**src/rtl/sat_counter.sv**
```systemverilog
// Saturating up-counter with synchronous clear; clear beats increment.
module sat_counter #(
  parameter int WIDTH = 8
) (
  input  logic             clk_50,
  input  logic             rst_l,
  input  logic             inc,
  input  logic             clr,
  output logic [WIDTH-1:0] count
);

  always_ff @(posedge clk_50 or negedge rst_l) begin
    if (!rst_l)                    count <= '0;
    else if (clr)                  count <= '0;
    else if (inc && (count != '1)) count <= count + WIDTH'(1);
  end

endmodule

```
**config.mk**
```make
export PLATFORM = sky130hd
export DESIGN_NAME = sat_counter
export DESIGN_NICKNAME = d
export VERILOG_FILES = /design/src/rtl/sat_counter.sv
export SDC_FILE = /design/constraint.sdc
export NUM_CORES = 1
export LEC_CHECK = 0
export BUFFER_PORTS_ARGS = -buffer_cell sky130_fd_sc_hd__buf_4
export CAP_MARGIN = 40
export CORE_AREA = 2 2 39 41
export CTS_CLUSTER_DIAMETER = 150
export DETAILED_ROUTE_END_ITERATION = 8
export DIE_AREA = 0 0 41 43
export GPL_ROUTABILITY_DRIVEN = 0
export PLACE_DENSITY_LB_ADDON = 0.08
export RECOVER_POWER = 25
export REMOVE_ABC_BUFFERS = 1
export SLEW_MARGIN = 20
export SYNTH_ARGS = -nofsm -noshare
export SYNTH_HDL_FRONTEND = slang
export SYNTH_SLANG_ARGS = --single-unit
export TNS_END_PERCENT = 5
```
**constraint.sdc**
```tcl
create_clock -name clk_50 -period 2.9 [get_ports clk_50]
set_clock_uncertainty 0.1 [all_clocks]
set_input_delay 0.87 -clock clk_50 [delete_from_list [all_inputs] [get_ports clk_50]]
set_output_delay 0.87 -clock clk_50 [all_outputs]
set_load 0.005 [all_outputs]
```
==> summary.txt, run 1 <==
Synth
  – Cells after synthesis: 49
  – EDFF count, synth: 0
  – Fraction of registers with async set/reset: 100%
  – Syn_area_per_cell: 9.47 um2
  – Mapped cell area: 464 um2
  – Synth unique cells: 28
  – Seq/Total Area, Yosys: 43.1%
  – Post-synth top flop: dfrtp_1
  – Synth top area share: 43.1%
  – Synth Register Bits: 8
  – Synth area leaders: dfrtp_1 43%, mux2_2 4.9%, nor3_1 4.3%
  – Yosys warnings: 0
  – Largest area contributor in the netlist: dfrtp_1

Power and ir drop
  – Power per standard cell area: 393 nW/um2
  – Clock share of power: 38.1%
  – Net Switching: 0.0000541 W
  – Switching Fraction: 23.9%
  – P_leak: 0.253 nW
  – P_int: 0.000172 W
  – Peak VDD IR: 168 uV
  – Seq pwr share: 52.4%
  – Proportion of power drawn by combinational gates: 9.5%
  – Total power draw: 0.000227 W

Placed design
  – Port Buffers: 11
  – HPWL after DPL: 689 um

Floorplan
  – Die Span Y: 43 um
  – Initial Util: 33.5%
  – Die span in x: 41 um
  – Die ar.: 1760 um2
  – Core ar.: 1380 um2
  – I/O pin count: 12
  – FP Rows: 14

Routing
  – Final wirelength: 999 um
  – DRC: 0
  – Routed Antenna Nets: 0
  – Total number of vias: 407
  – DRT iter0 DRCs: 4
  – Vias per cell: 5.29
  – WL/cell: 13.0 um
  – 1st-pass router iterations: 2

Cells and area
  – Share of cells above drive strength 1: 27.9%
  – Antenna diodes: 0
  – Commonest non-fill, non-tap cell in the layout: buf_4
  – Fin nets: 68
  – FILL cells: 151
  – Most flops, register: count
  – Max FFs per register: 8
  – Commonest non-fill, non-tap cells in the layout: 10 x buf_4, 8 x dfrtp_1, 4 x nor3_1
  – Top Registers: count (8)
  – Final core occ: 41.7%
  – Multi-input logic area: 248 um2
  – Register area: 200 um2
  – Layout area overhead: 24.3%

Timing
  – Tmin final: 1.86 ns
  – Worst slew pin tran: 0.446 ns
  – Slew margin rel.: 70.3%
  – Max Slew Vio Count: 0
  – Final TNS setup: 0 ns
  – Final Cycle Share: 64.0%
  – Final Hold Fails: 0
  – Final setup vio count: 0
  – Fmax achieved: 539 MHz
  – RSZ-0062 raised after global routing: false

Clock tree
  – H-tree depth: 1
  – Post-CTS sizing: 0
  – Hold_buf cts: 0
  – # clock sinks: 8
  – CTS tree: done
  – Num CTS Buffers: 3
  – Clock Tree Buf Depth: 2
  – Reg clk slew, reported paths: 0.06 ns
  – Post-CTS Setup Repair Bufs: 0
  – Clock Latency Late Sink: 0.25 ns
  – Clk root buf: clkbuf_4

Critical path
  – FF-to-FF setup slack: 1.04 ns
  – Required @ worst endpoint: 2.94 ns
  – CP startpoint: count[0]$_DFFE_PN0P_
  – Crit Path Max Fanout: 7
  – Crit path arrival time: 1.90 ns
  – CP Launch Type: flip-flop
  – Kind of critical path: reg -> reg
  – Worst setup EP type: flip-flop
  – R2R Path Start: count[0]$_DFFE_PN0P_

Global routing
  – Global Route Usage Sum: 14.9%
  – First-pass GRT wire length: 1.68 mm
  – Largest net degree at the start of global routing: 12
  – Vias in the first global route: 372
  – Initial antenna violation count: 0
  – Total gr overflow: 0

Hold path
  – HP Class: in -> async

Status
  – Status: finished clean

Job
  – Maximum capacitance violations: 0
layer usage:
layer	GRT usage, %	wire, um	up-vias
met3	4.71	48	2
met1	21.0	501	189
met2	17.8	435	8
li1	-	-	208
met5	0	0	-
met4	12.0	14	0
kinds of logic (layout without fill, tap and decap cells):
| kind of cell | count (synthesis) | count (layout) | share of synthesized area (%) |
|---|---|---|---|
| fa+ha+maj | 1 | 1 | 2.69 |
| buf+inv | 4 | 16 | 3.50 |
| compound gates | 9 | 9 | 12.7 |
| mux | 3 | 3 | 7.01 |
| flops | 8 | 8 | 43.1 |
| simple gates | 24 | 24 | 31.0 |
cell usage after synthesis (2+ instances only):
cell type and count:
nand3_1 2, a21oi_1 3, nor2b_1 3, nand2_1 2, inv_1 2, nor3_1 4, mux2_2 2, dfrtp_1 8
nor2_1 2, nand2b_1 3
power by group through the flow:
stage,clock [W],sequential (W),combinational [W]
after floorplan,0,0.000120,0.00000827
after global placement,0,0.000121,0.0000226
after detailed placement,0,0.000120,0.0000225
after CTS,0.0000902,0.000119,0.0000225
after global routing,0.0000987,0.000119,0.0000243
final,0.0000863,0.000119,0.0000215
per-stage QoR:
| step | instances | hold WS (ns) | worst slack, ns | cell area [um2] |
|---|---|---|---|---|
| after floorplan | 47 | 0.450 | 1.20 | 455 |
| after global placement | 74 | 0.477 | 1.03 | 558 |
| after detailed placement | 74 | 0.482 | 1.02 | 558 |
| after CTS | 77 | 0.318 | 1.04 | 581 |
| after global routing | 77 | 0.462 | 0.974 | 577 |
| final | 77 | 0.427 | 1.04 | 577 |
worst max-delay path: stages (launching register included):
cell and delay [ns]:
dfrtp_1 0.44, ha_1 0.32, and4_2 0.29, a21boi_1 0.23
mux2_2 0.36
path summary, 6_finish.rpt:
kind | end | cells past startpoint
worst min register to register | count[7]$_DFFE_PN0P_ | 2
worst min-delay path | count[7]$_DFFE_PN0P_ | 1
worst max-delay path | count[0]$_DFFE_PN0P_ | 4
min in group clk_50 | count[7]$_DFFE_PN0P_ | 2
max in group asynchronous | count[4]$_DFFE_PN0P_ | 1
worst max register to register | count[0]$_DFFE_PN0P_ | 4
cell type report:
class | count | share of cell area (%)
multi-input combinational | 37 | 43.0
sequential | 8 | 34.7
clock buffer | 3 | 3.90
inverter | 2 | 1.30
tap | 16 | 3.47
timing repair buffer | 11 | 13.7
(Power assumes the default switching activity.)
==> run 2, diff against run 1 <==
clock period = 1.82 ns   (was 2.9 ns; I/O delays follow)
==> run 2 against run 1 <==
Against the previous run: first-iteration DRC count rose by 50%; total power rose by 66%; worst hold slack improved by 0.0053 ns; design area rose by 4.3%; register-to-register slack got worse by 0.91 ns; sequential share of layout area fell by 1.4 points; via count rose by 10%.
==> summary.txt, run 2 (synthesis results as in run 1) <==
Critical path
  – CP Launch Type: flip-flop
  – Required @ worst endpoint: 1.87 ns
  – CP startpoint: count[1]$_DFFE_PN0P_
  – Crit path arrival time: 1.74 ns
  – Kind of critical path: reg -> reg
  – Worst Reg-to-Reg Cells: 4
  – Worst setup EP type: flip-flop
  – Crit Path Max Fanout: 5
  – R2R Path Start: count[1]$_DFFE_PN0P_

Cells and area
  – Max FFs per register: 8
  – Antenna diodes: 0
  – Layout area overhead: 29.6%
  – Fin nets: 71
  – Top Registers: count (8)
  – Share of cells above drive strength 1: 29.7%
  – Non-Filler Instances: 80
  – FILL cells: 154
  – Commonest non-fill, non-tap cell in the layout: buf_4
  – Most flops, register: count
  – Commonest non-fill, non-tap cells in the layout: 12 x buf_4, 8 x dfrtp_1, 4 x nor3_1

Clock tree
  – Num CTS Buffers: 3
  – Clk root buf: clkbuf_4
  – Clock Latency Late Sink: 0.26 ns
  – Clock Tree Buf Depth: 2
  – CTS tree: done
  – # clock sinks: 8
  – Reg clk slew, reported paths: 0.06 ns
  – Post-CTS Setup Repair Bufs: 0
  – H-tree depth: 1

Global routing
  – Total gr overflow: 0
  – Global Route Usage Sum: 14.9%
  – Vias in the first global route: 410
  – Largest net degree at the start of global routing: 12
  – Initial antenna violation count: 0
  – First-pass GRT wire length: 1.79 mm

Timing
  – RSZ-0062 raised after global routing: false
  – Slew margin rel.: 69.7%
  – Slack of the critical path: 0.137 ns
  – Max Slew Vio Count: 0
  – Fmax achieved: 594 MHz
  – Final Cycle Share: 92.5%
  – Final setup vio count: 0
  – Tmin final: 1.68 ns
  – Final TNS setup: 0 ns
  – Hold Slack: 0.432 ns
  – Final Hold Fails: 0
  – Worst slew pin tran: 0.455 ns

Routing
  – Final wirelength: 1.06 mm
  – Total number of vias: 448
  – WL/cell: 13.3 um
  – DRT iter0 DRCs: 6
  – Routed Antenna Nets: 0
  – DRC: 0
  – Vias per cell: 5.60
  – 1st-pass router iterations: 4

Placed design
  – Dpl ws: 0.148 ns
  – Placed Cells: 76
  – Port Buffers: 11

Hold path
  – HP Class: in -> reg
  – Worst hold path cell count: 2
  – Worst Hold Launch: clr

Floorplan
  – Die Span Y: 43 um
  – Initial Util: 33.5%
  – Die span in x: 41 um
  – FP Rows: 14
  – Core ar.: 1380 um2
  – Die ar.: 1760 um2
  – I/O pin count: 12

Power and ir drop
  – Total power draw: 0.000375 W
  – Peak VDD IR: 277 uV
  – Power per standard cell area: 623 nW/um2
  – P_leak: 0.268 nW

Status
  – Status: finished clean

Job
  – Maximum capacitance violations: 0
[run 2: path summary, 6_finish.rpt]
path | to | slack, ns
min in group asynchronous | count[7]$_DFFE_PN0P_ | 0.64
max in group asynchronous | count[3]$_DFFE_PN0P_ | 0.67
min reg2reg | count[7]$_DFFE_PN0P_ | 0.48
min | count[7]$_DFFE_PN0P_ | 0.43
max | count[0]$_DFFE_PN0P_ | 0.14
max reg2reg | count[0]$_DFFE_PN0P_ | 0.14
[run 2: worst max-delay path: stages (launching register included)]
cell and delay (ns):
dfrtp_1 0.43, ha_1 0.21, and4_2 0.26, a21boi_1 0.22
mux2_2 0.36
[run 2: metrics by stage]
stage | utilization, % | instance area (um2)
global route | 43.5 | 602
finish | 43.5 | 602
global placement | 41.4 | 573
floorplan | - | 455
CTS | 43.8 | 606
detailed placement | 41.4 | 573
[run 2: layout make-up]
cell class | count | area (um2) | area share (%)
clock buffers | 3 | 22.5 | 3.74
inverters | 2 | 7.51 | 1.25
multi-input cells | 37 | 248 | 41.2
flip-flops and latches | 8 | 200 | 33.3
well taps | 16 | 20.0 | 3.33
repair buffers | 14 | 104 | 17.3
[run 2: timing repair]
action / 4_1_cts / 5_1_grt
resized for setup: 0 / 0
hold buffers: 1 / 0
endpoints found under the hold margin: 8 / 0
[run 2: per-layer routing]
layer  global-route usage, %  vias up  wire length, um
met5                       0        -                0
met4                    6.00        0               10
met3                    4.71        2               70
met2                    21.3       18              501
met1                    20.1      212              476
li1                        -      216                -
[run 2: power breakdown]
part           internal (W)  total [W]  switching (W)
sequential         0.000182   0.000187     0.00000473
combinational     0.0000214  0.0000421      0.0000206
clock             0.0000761   0.000146      0.0000700
total              0.000280   0.000375      0.0000953
